## config.mk

```make
export PLATFORM = sky130hd
export DESIGN_NAME = decode_stage
export DESIGN_NICKNAME = d
export VERILOG_FILES = /design/src/rtl/isa_pkg.sv /design/src/rtl/decode_core.sv /design/src/rtl/decode_stage.sv
export SDC_FILE = /design/constraint.sdc
export NUM_CORES = 1
export LEC_CHECK = 0
export CORE_MARGIN = 2
export CORE_UTILIZATION = 44
export CTS_CLUSTER_SIZE = 8
export DETAILED_ROUTE_END_ITERATION = 6
export PLACE_DENSITY_LB_ADDON = 0.25
export SETUP_SLACK_MARGIN = 0.15
export SYNTH_ARGS = -nofsm -noshare
export SYNTH_HDL_FRONTEND = slang
export SYNTH_SLANG_ARGS = --single-unit
```

## constraint.sdc

```tcl
create_clock -name clk_i -period 2.3 [get_ports clk_i]
set_input_delay 0.69 -clock clk_i [delete_from_list [all_inputs] [get_ports clk_i]]
set_output_delay 0.69 -clock clk_i [all_outputs]
set_load 0.1 [all_outputs]
```

## src/rtl/isa_pkg.sv

```systemverilog
// Shared ISA definitions: opcode encodings, ALU op codes, fixed destinations
// and the datapath control bundle produced by the decoder.
package isa_pkg;

    localparam logic [2:0] OPC_MOV  = 3'b000;
    localparam logic [2:0] OPC_LD   = 3'b001;
    localparam logic [2:0] OPC_ST   = 3'b010;
    localparam logic [2:0] OPC_RXOR = 3'b011;
    localparam logic [2:0] OPC_ADDI = 3'b100;
    localparam logic [2:0] OPC_LSR  = 3'b101;
    localparam logic [2:0] OPC_ADD  = 3'b110;
    localparam logic [2:0] OPC_BEQR = 3'b111;

    localparam logic [2:0] ALU_ADD  = 3'd0;
    localparam logic [2:0] ALU_BEQ  = 3'd1;
    localparam logic [2:0] ALU_XOR  = 3'd2;
    localparam logic [2:0] ALU_RXOR = 3'd3;
    localparam logic [2:0] ALU_PM   = 3'd4;
    localparam logic [2:0] ALU_LSL  = 3'd5;
    localparam logic [2:0] ALU_LSR  = 3'd6;

    localparam logic [3:0] DEST_MOV = 4'd8;
    localparam logic [3:0] DEST_ADD = 4'd9;
    localparam logic [3:0] DEST_IMM = 4'd10;
    localparam logic [3:0] DEST_SFT = 4'd11;

    typedef struct packed {
        logic reg_write;
        logic mem_write;
        logic alu_src;
        logic move;
        logic copy;
        logic load;
        logic branch;
        logic d;
    } ctrl_t;

endpackage

```

## src/rtl/decode_core.sv

```systemverilog
// Pure combinational instruction decode: controls, ALU op, destination and
// the scoreboard source register, if the instruction has one.
module decode_core
    import isa_pkg::*;
#(
    parameter int IW  = 9,
    parameter int RAW = 4
) (
    input  logic [IW-1:0]  instr_i,
    output ctrl_t          ctrl_o,
    output logic [2:0]     op_o,
    output logic [RAW-1:0] dest_o,
    output logic           reads_src_o,
    output logic [2:0]     src_o
);
    logic [2:0] opc;
    logic       sub;

    assign opc   = instr_i[IW-1:IW-3];
    assign sub   = instr_i[IW-4];
    assign src_o = instr_i[2:0];

    always_comb begin
        ctrl_o      = '0;
        op_o        = ALU_ADD;
        dest_o      = '0;
        reads_src_o = 1'b0;
        unique case (opc)
            OPC_MOV: begin
                ctrl_o.reg_write = 1'b1;
                ctrl_o.move      = 1'b1;
                dest_o           = RAW'(DEST_MOV);
                reads_src_o      = 1'b1;
            end
            OPC_LD: begin
                ctrl_o.reg_write = 1'b1;
                ctrl_o.load      = 1'b1;
                dest_o           = RAW'(instr_i[5:3]);
                reads_src_o      = 1'b1;
            end
            OPC_ST: begin
                ctrl_o.mem_write = 1'b1;
                reads_src_o      = 1'b1;
            end
            OPC_RXOR: begin
                op_o             = ALU_RXOR;
                ctrl_o.reg_write = 1'b1;
                dest_o           = RAW'(instr_i[2:0]);
                reads_src_o      = 1'b1;
            end
            OPC_ADD: begin
                op_o             = sub ? ALU_XOR : ALU_ADD;
                ctrl_o.reg_write = 1'b1;
                ctrl_o.alu_src   = 1'b1;
                dest_o           = sub ? RAW'(DEST_SFT) : RAW'(DEST_ADD);
            end
            OPC_BEQR: begin
                if (sub) begin
                    // copy reads a D register, which the scoreboard never tracks
                    ctrl_o.reg_write = 1'b1;
                    ctrl_o.alu_src   = 1'b1;
                    ctrl_o.copy      = 1'b1;
                    ctrl_o.d         = 1'b1;
                    dest_o           = RAW'(instr_i[2:0]);
                end else begin
                    op_o          = ALU_BEQ;
                    ctrl_o.branch = 1'b1;
                end
            end
            OPC_ADDI: begin
                op_o             = sub ? ALU_LSL : ALU_ADD;
                ctrl_o.reg_write = 1'b1;
                dest_o           = sub ? RAW'(DEST_SFT) : RAW'(DEST_IMM);
            end
            default: begin
                op_o             = sub ? ALU_PM : ALU_LSR;
                ctrl_o.reg_write = 1'b1;
                ctrl_o.alu_src   = sub;
                dest_o           = sub ? RAW'(DEST_ADD) : RAW'(DEST_SFT);
            end
        endcase
    end

endmodule

```

## src/rtl/decode_stage.sv

```systemverilog
// Registered decode stage: valid/ready output register, load-use scoreboard
// over the eight low registers, and a saturating hazard-stall counter.
module decode_stage
    import isa_pkg::*;
#(
    parameter int IW  = 9,
    parameter int RAW = 4,
    parameter int CW  = 16
) (
    input  logic           clk_i,
    input  logic           rst_ni,
    input  logic           in_valid_i,
    output logic           in_ready_o,
    input  logic [IW-1:0]  in_instr_i,
    output logic           out_valid_o,
    input  logic           out_ready_i,
    output logic [2:0]     out_op_o,
    output logic           out_reg_write_o,
    output logic           out_mem_write_o,
    output logic           out_alu_src_o,
    output logic           out_move_o,
    output logic           out_copy_o,
    output logic           out_load_o,
    output logic           out_branch_o,
    output logic           out_d_o,
    output logic [RAW-1:0] out_dest_o,
    output logic [IW-1:0]  out_instr_o,
    input  logic           wb_valid_i,
    input  logic [RAW-1:0] wb_dest_i,
    output logic [CW-1:0]  stall_count_o
);
    ctrl_t          dec_ctrl, ctrl_q;
    logic [2:0]     dec_op, op_q, dec_src;
    logic [RAW-1:0] dec_dest, dest_q;
    logic           dec_reads;
    logic [IW-1:0]  instr_q;
    logic           out_valid_q, out_valid_d;
    logic [7:0]     pending_q, pending_d, pend_set, pend_clr;
    logic [CW-1:0]  cnt_q, cnt_d;
    logic           hazard, accept;

    decode_core #(.IW(IW), .RAW(RAW)) u_core (
        .instr_i     (in_instr_i),
        .ctrl_o      (dec_ctrl),
        .op_o        (dec_op),
        .dest_o      (dec_dest),
        .reads_src_o (dec_reads),
        .src_o       (dec_src)
    );

    // pending is used as registered: a write-back only unblocks next cycle
    assign hazard     = in_valid_i && dec_reads && pending_q[dec_src];
    assign in_ready_o = (!out_valid_q || out_ready_i) && !hazard;
    assign accept     = in_valid_i && in_ready_o;

    always_comb begin
        pend_set = '0;
        pend_clr = '0;
        if (accept && dec_ctrl.load) pend_set = 8'b1 << dec_dest[2:0];
        if (wb_valid_i && (wb_dest_i < RAW'(8))) pend_clr = 8'b1 << wb_dest_i[2:0];
        pending_d = (pending_q & ~pend_clr) | pend_set;

        out_valid_d = out_valid_q;
        if (accept)           out_valid_d = 1'b1;
        else if (out_ready_i) out_valid_d = 1'b0;

        cnt_d = cnt_q;
        if (hazard && (cnt_q != {CW{1'b1}})) cnt_d = cnt_q + 1'b1;
    end

    always_ff @(posedge clk_i or negedge rst_ni) begin
        if (!rst_ni) begin
            out_valid_q <= 1'b0;
            ctrl_q      <= '0;
            op_q        <= '0;
            dest_q      <= '0;
            instr_q     <= '0;
            pending_q   <= '0;
            cnt_q       <= '0;
        end else begin
            out_valid_q <= out_valid_d;
            pending_q   <= pending_d;
            cnt_q       <= cnt_d;
            if (accept) begin
                ctrl_q  <= dec_ctrl;
                op_q    <= dec_op;
                dest_q  <= dec_dest;
                instr_q <= in_instr_i;
            end
        end
    end

    assign out_valid_o     = out_valid_q;
    assign out_op_o        = op_q;
    assign out_dest_o      = dest_q;
    assign out_instr_o     = instr_q;
    assign out_reg_write_o = ctrl_q.reg_write;
    assign out_mem_write_o = ctrl_q.mem_write;
    assign out_alu_src_o   = ctrl_q.alu_src;
    assign out_move_o      = ctrl_q.move;
    assign out_copy_o      = ctrl_q.copy;
    assign out_load_o      = ctrl_q.load;
    assign out_branch_o    = ctrl_q.branch;
    assign out_d_o         = ctrl_q.d;
    assign stall_count_o   = cnt_q;

endmodule
```

==> metrics <==
status=complete, but fails checks; failing checks=setup timing; post-synth top area cell=dfrtp_1; first-pass GRT wire length=9.29 mm; crit end category=output pin; final setup TNS=-189 ps; Syn Inst Count=230; TritonCTS clock tree=yes; f_max=402 MHz; actual slew at the worst max-slew pin=just under 600 ps; vias in the first global route=1981; setup violators final=1; CP arrival=1800 ps; CTS Buf Count=5; kind of critical path=primary input to output pin; Worst-Skew Late Latency=290 ps; RR Endpoint=out_branch_o; Leak=between 0.0015 and 0.002 uW; wire length on met1=2.63 mm; post-synth top area share=50.8%; DRT Pass-1 Iters=4; initial antenna violation count=0; overall power=2880 uW; Port Buffers=59; final antenna-violating net count=0; Bufs on Longest Clock Path=2; HP Class=primary input to async pin; Final Cycle Share=108%; Area growth syn-to-layout=43.8%; initial core utilization=a little under half; worst reg2reg path depth=8; Syn Area/Cell=10.3 sq um; register area=about 1200 sq um; Core ar.=5140 sq um; min cycle time layout=2490 ps; Routed WL per cell=14.5 microns; fraction of registers with async set/reset=100%; Synth cell types=44; Relative slew margins=61.2%; routability cong.=0.862; Seq/Total Area, Yosys=a little over 50%; pin count of the biggest net entering global routing=49; Crit Path Max Fanout=2; die area=around 6000 sq um; clock root cell=clkbuf_8; gr ovfl total=0; fraction of layout cells with a size suffix above 1=about two fifths; Vias=2082; H-tree depth=2; post-synthesis register bit count=48; startpoint types=primary input; routed wire length=5.67 mm; clock sink count=48; clk slew on worst S/H paths=80 ps; DRC Markers=0; die height=slightly below 80 microns; area of the multi-input gates=~1200 sq um; fin worst setup slack=-189 ps; unrepaired setup endpoints after global routing=true; Synth area leaders=dfrtp_1 51%, o21ai_0 6.1%, mux2_2 5.2%; WL met3=230 microns; Pins Over Slew Limit=0; r2r setup slk=approximately 270 ps; detailed placement HPWL=between 4 and 5 mm; worst r2r src=pending_q[0]; final hold vios=0; Fillers=435; Pwr Density=848 nW/um^2; Yosys warnings=0; Post-Syn Area=about 2400 sq um; number of flops mapped to enable cells by yosys=0; Initial DRC Count=roughly 150; I/O pin cnt=60; Clock Skews=4.78 ps; metal2 WL=2.74 mm; Max-cap violations=0; Via density=5.31; top_reg_cell synth=dfrtp_1; Die W=around 77 microns; n_diodes=0; commonest cells in the netlist=48 x dfrtp_1, 30 x nand2_1, 29 x o21ai_0, 18 x nand3_1, 14 x xnor2_1; net count after synthesis=between 200 and 250; max layer used=met4; most frequent cell after synthesis=dfrtp_1; Cell Rows=26; Worst VDD drop=about 940 uV; Worst EP required=1610 ps; all-layer global routing usage=19.2%; fin nets=340; Setup Slack @ Placement=-638 ps
-- cells by family (layout without fill, tap and decap cells) --
family,count (synthesis),after routing,synth area share (%)
AO/OA/AOI/OAI,49,49,13.9
XOR/XNOR,14,14,5.19
adder cells (fa/ha/maj),1,1,0.530
buffers and inverters,14,106,2.97
flip-flops,48,48,50.8
multiplexers,14,14,7.04
AND/OR/NAND/NOR,90,90,19.5
-- metal layers --
metal,vias to the layer above,global-route usage [%]
met1,1011,27.6
li1,1010,-
met3,8,2.94
met5,-,0
met4,0,6.25
met2,53,29.9
-- sequential cells by signal, summed over array words and instances (netlist names), 3 cells and up --
name,flops
stall_count_o,16
out_op_o,3
pending_q,8
out_instr_o,9
out_dest_o,4
-- what timing repair did --
item	in CTS	in global routing
pin swaps	3	4
resized for setup	12	19
gates cloned	0	1
hold buffers	0	0
endpoints found under the setup margin	36	5
setup buffers	1	5
-- power by group --
group	internal, uW	switching (uW)
registers	961	97.2
logic	345	969
clock network	240	268
-- stage by stage --
step	hold WS (ps)	instances	utilization, %	instance area (sq um)
2_1_floorplan	394	230	-	2390
3_3_place_gp	455	377	61.3	3150
3_5_place_dp	459	377	61.3	3150
4_1_cts	480	386	63.3	3250
5_1_grt	508	392	66.1	3400
6_report	476	392	66.1	3400
-- final cells by class --
class	count	share of cell area (%)
clock buffer	6	2.43
clock inverter	2	0.295
inverter	2	0.221
multi-input combinational	168	34.5
sequential	48	35.7
tap	70	2.58
timing repair buffer	96	24.3
-- critical path, stage by stage --
cell and delay, ps:
clkdlybuf4s50_1 550, nand2b_4 90, nor3_4 230, nor2b_4 70
buf_12 170
-- cell usage in the layout (no fill, tap or decap), drive strengths merged, types with 2 or more instances in the layout --
cell type      netlist  routed
buf                  5      81
dfrtp               48      48
nand2               30      30
o21ai               29      29
nand3               18      18
xnor2               14      14
clkdlybuf4s50        0      12
mux2                11      11
nor2                10      10
clkbuf               7       7
nand2b               7       7
nand4                6       6
and3                 5       5
o31ai                3       3
a21oi                3       3
o41ai                3       3
nor3                 3       3
mux2i                2       2
o21a                 2       2
inv                  2       2
clkinv               0       2
nor2b                2       2
a31oi                2       2
-- how the worst max path moves through the flow --
stage | from | depth (start not counted) | to | slack (ps)
2_1_floorplan | in_instr_i[2] | 4 | in_ready_o | -340
3_3_place_gp | in_instr_i[2] | 6 | in_ready_o | -630
5_1_grt | in_instr_i[2] | 6 | in_ready_o | -230
4_1_cts | in_instr_i[2] | 6 | in_ready_o | -220
6_report | in_valid_i | 5 | in_ready_o | -190
3_5_place_dp | in_instr_i[2] | 6 | in_ready_o | -640
Note: power is estimated with default switching activity, not from simulation.
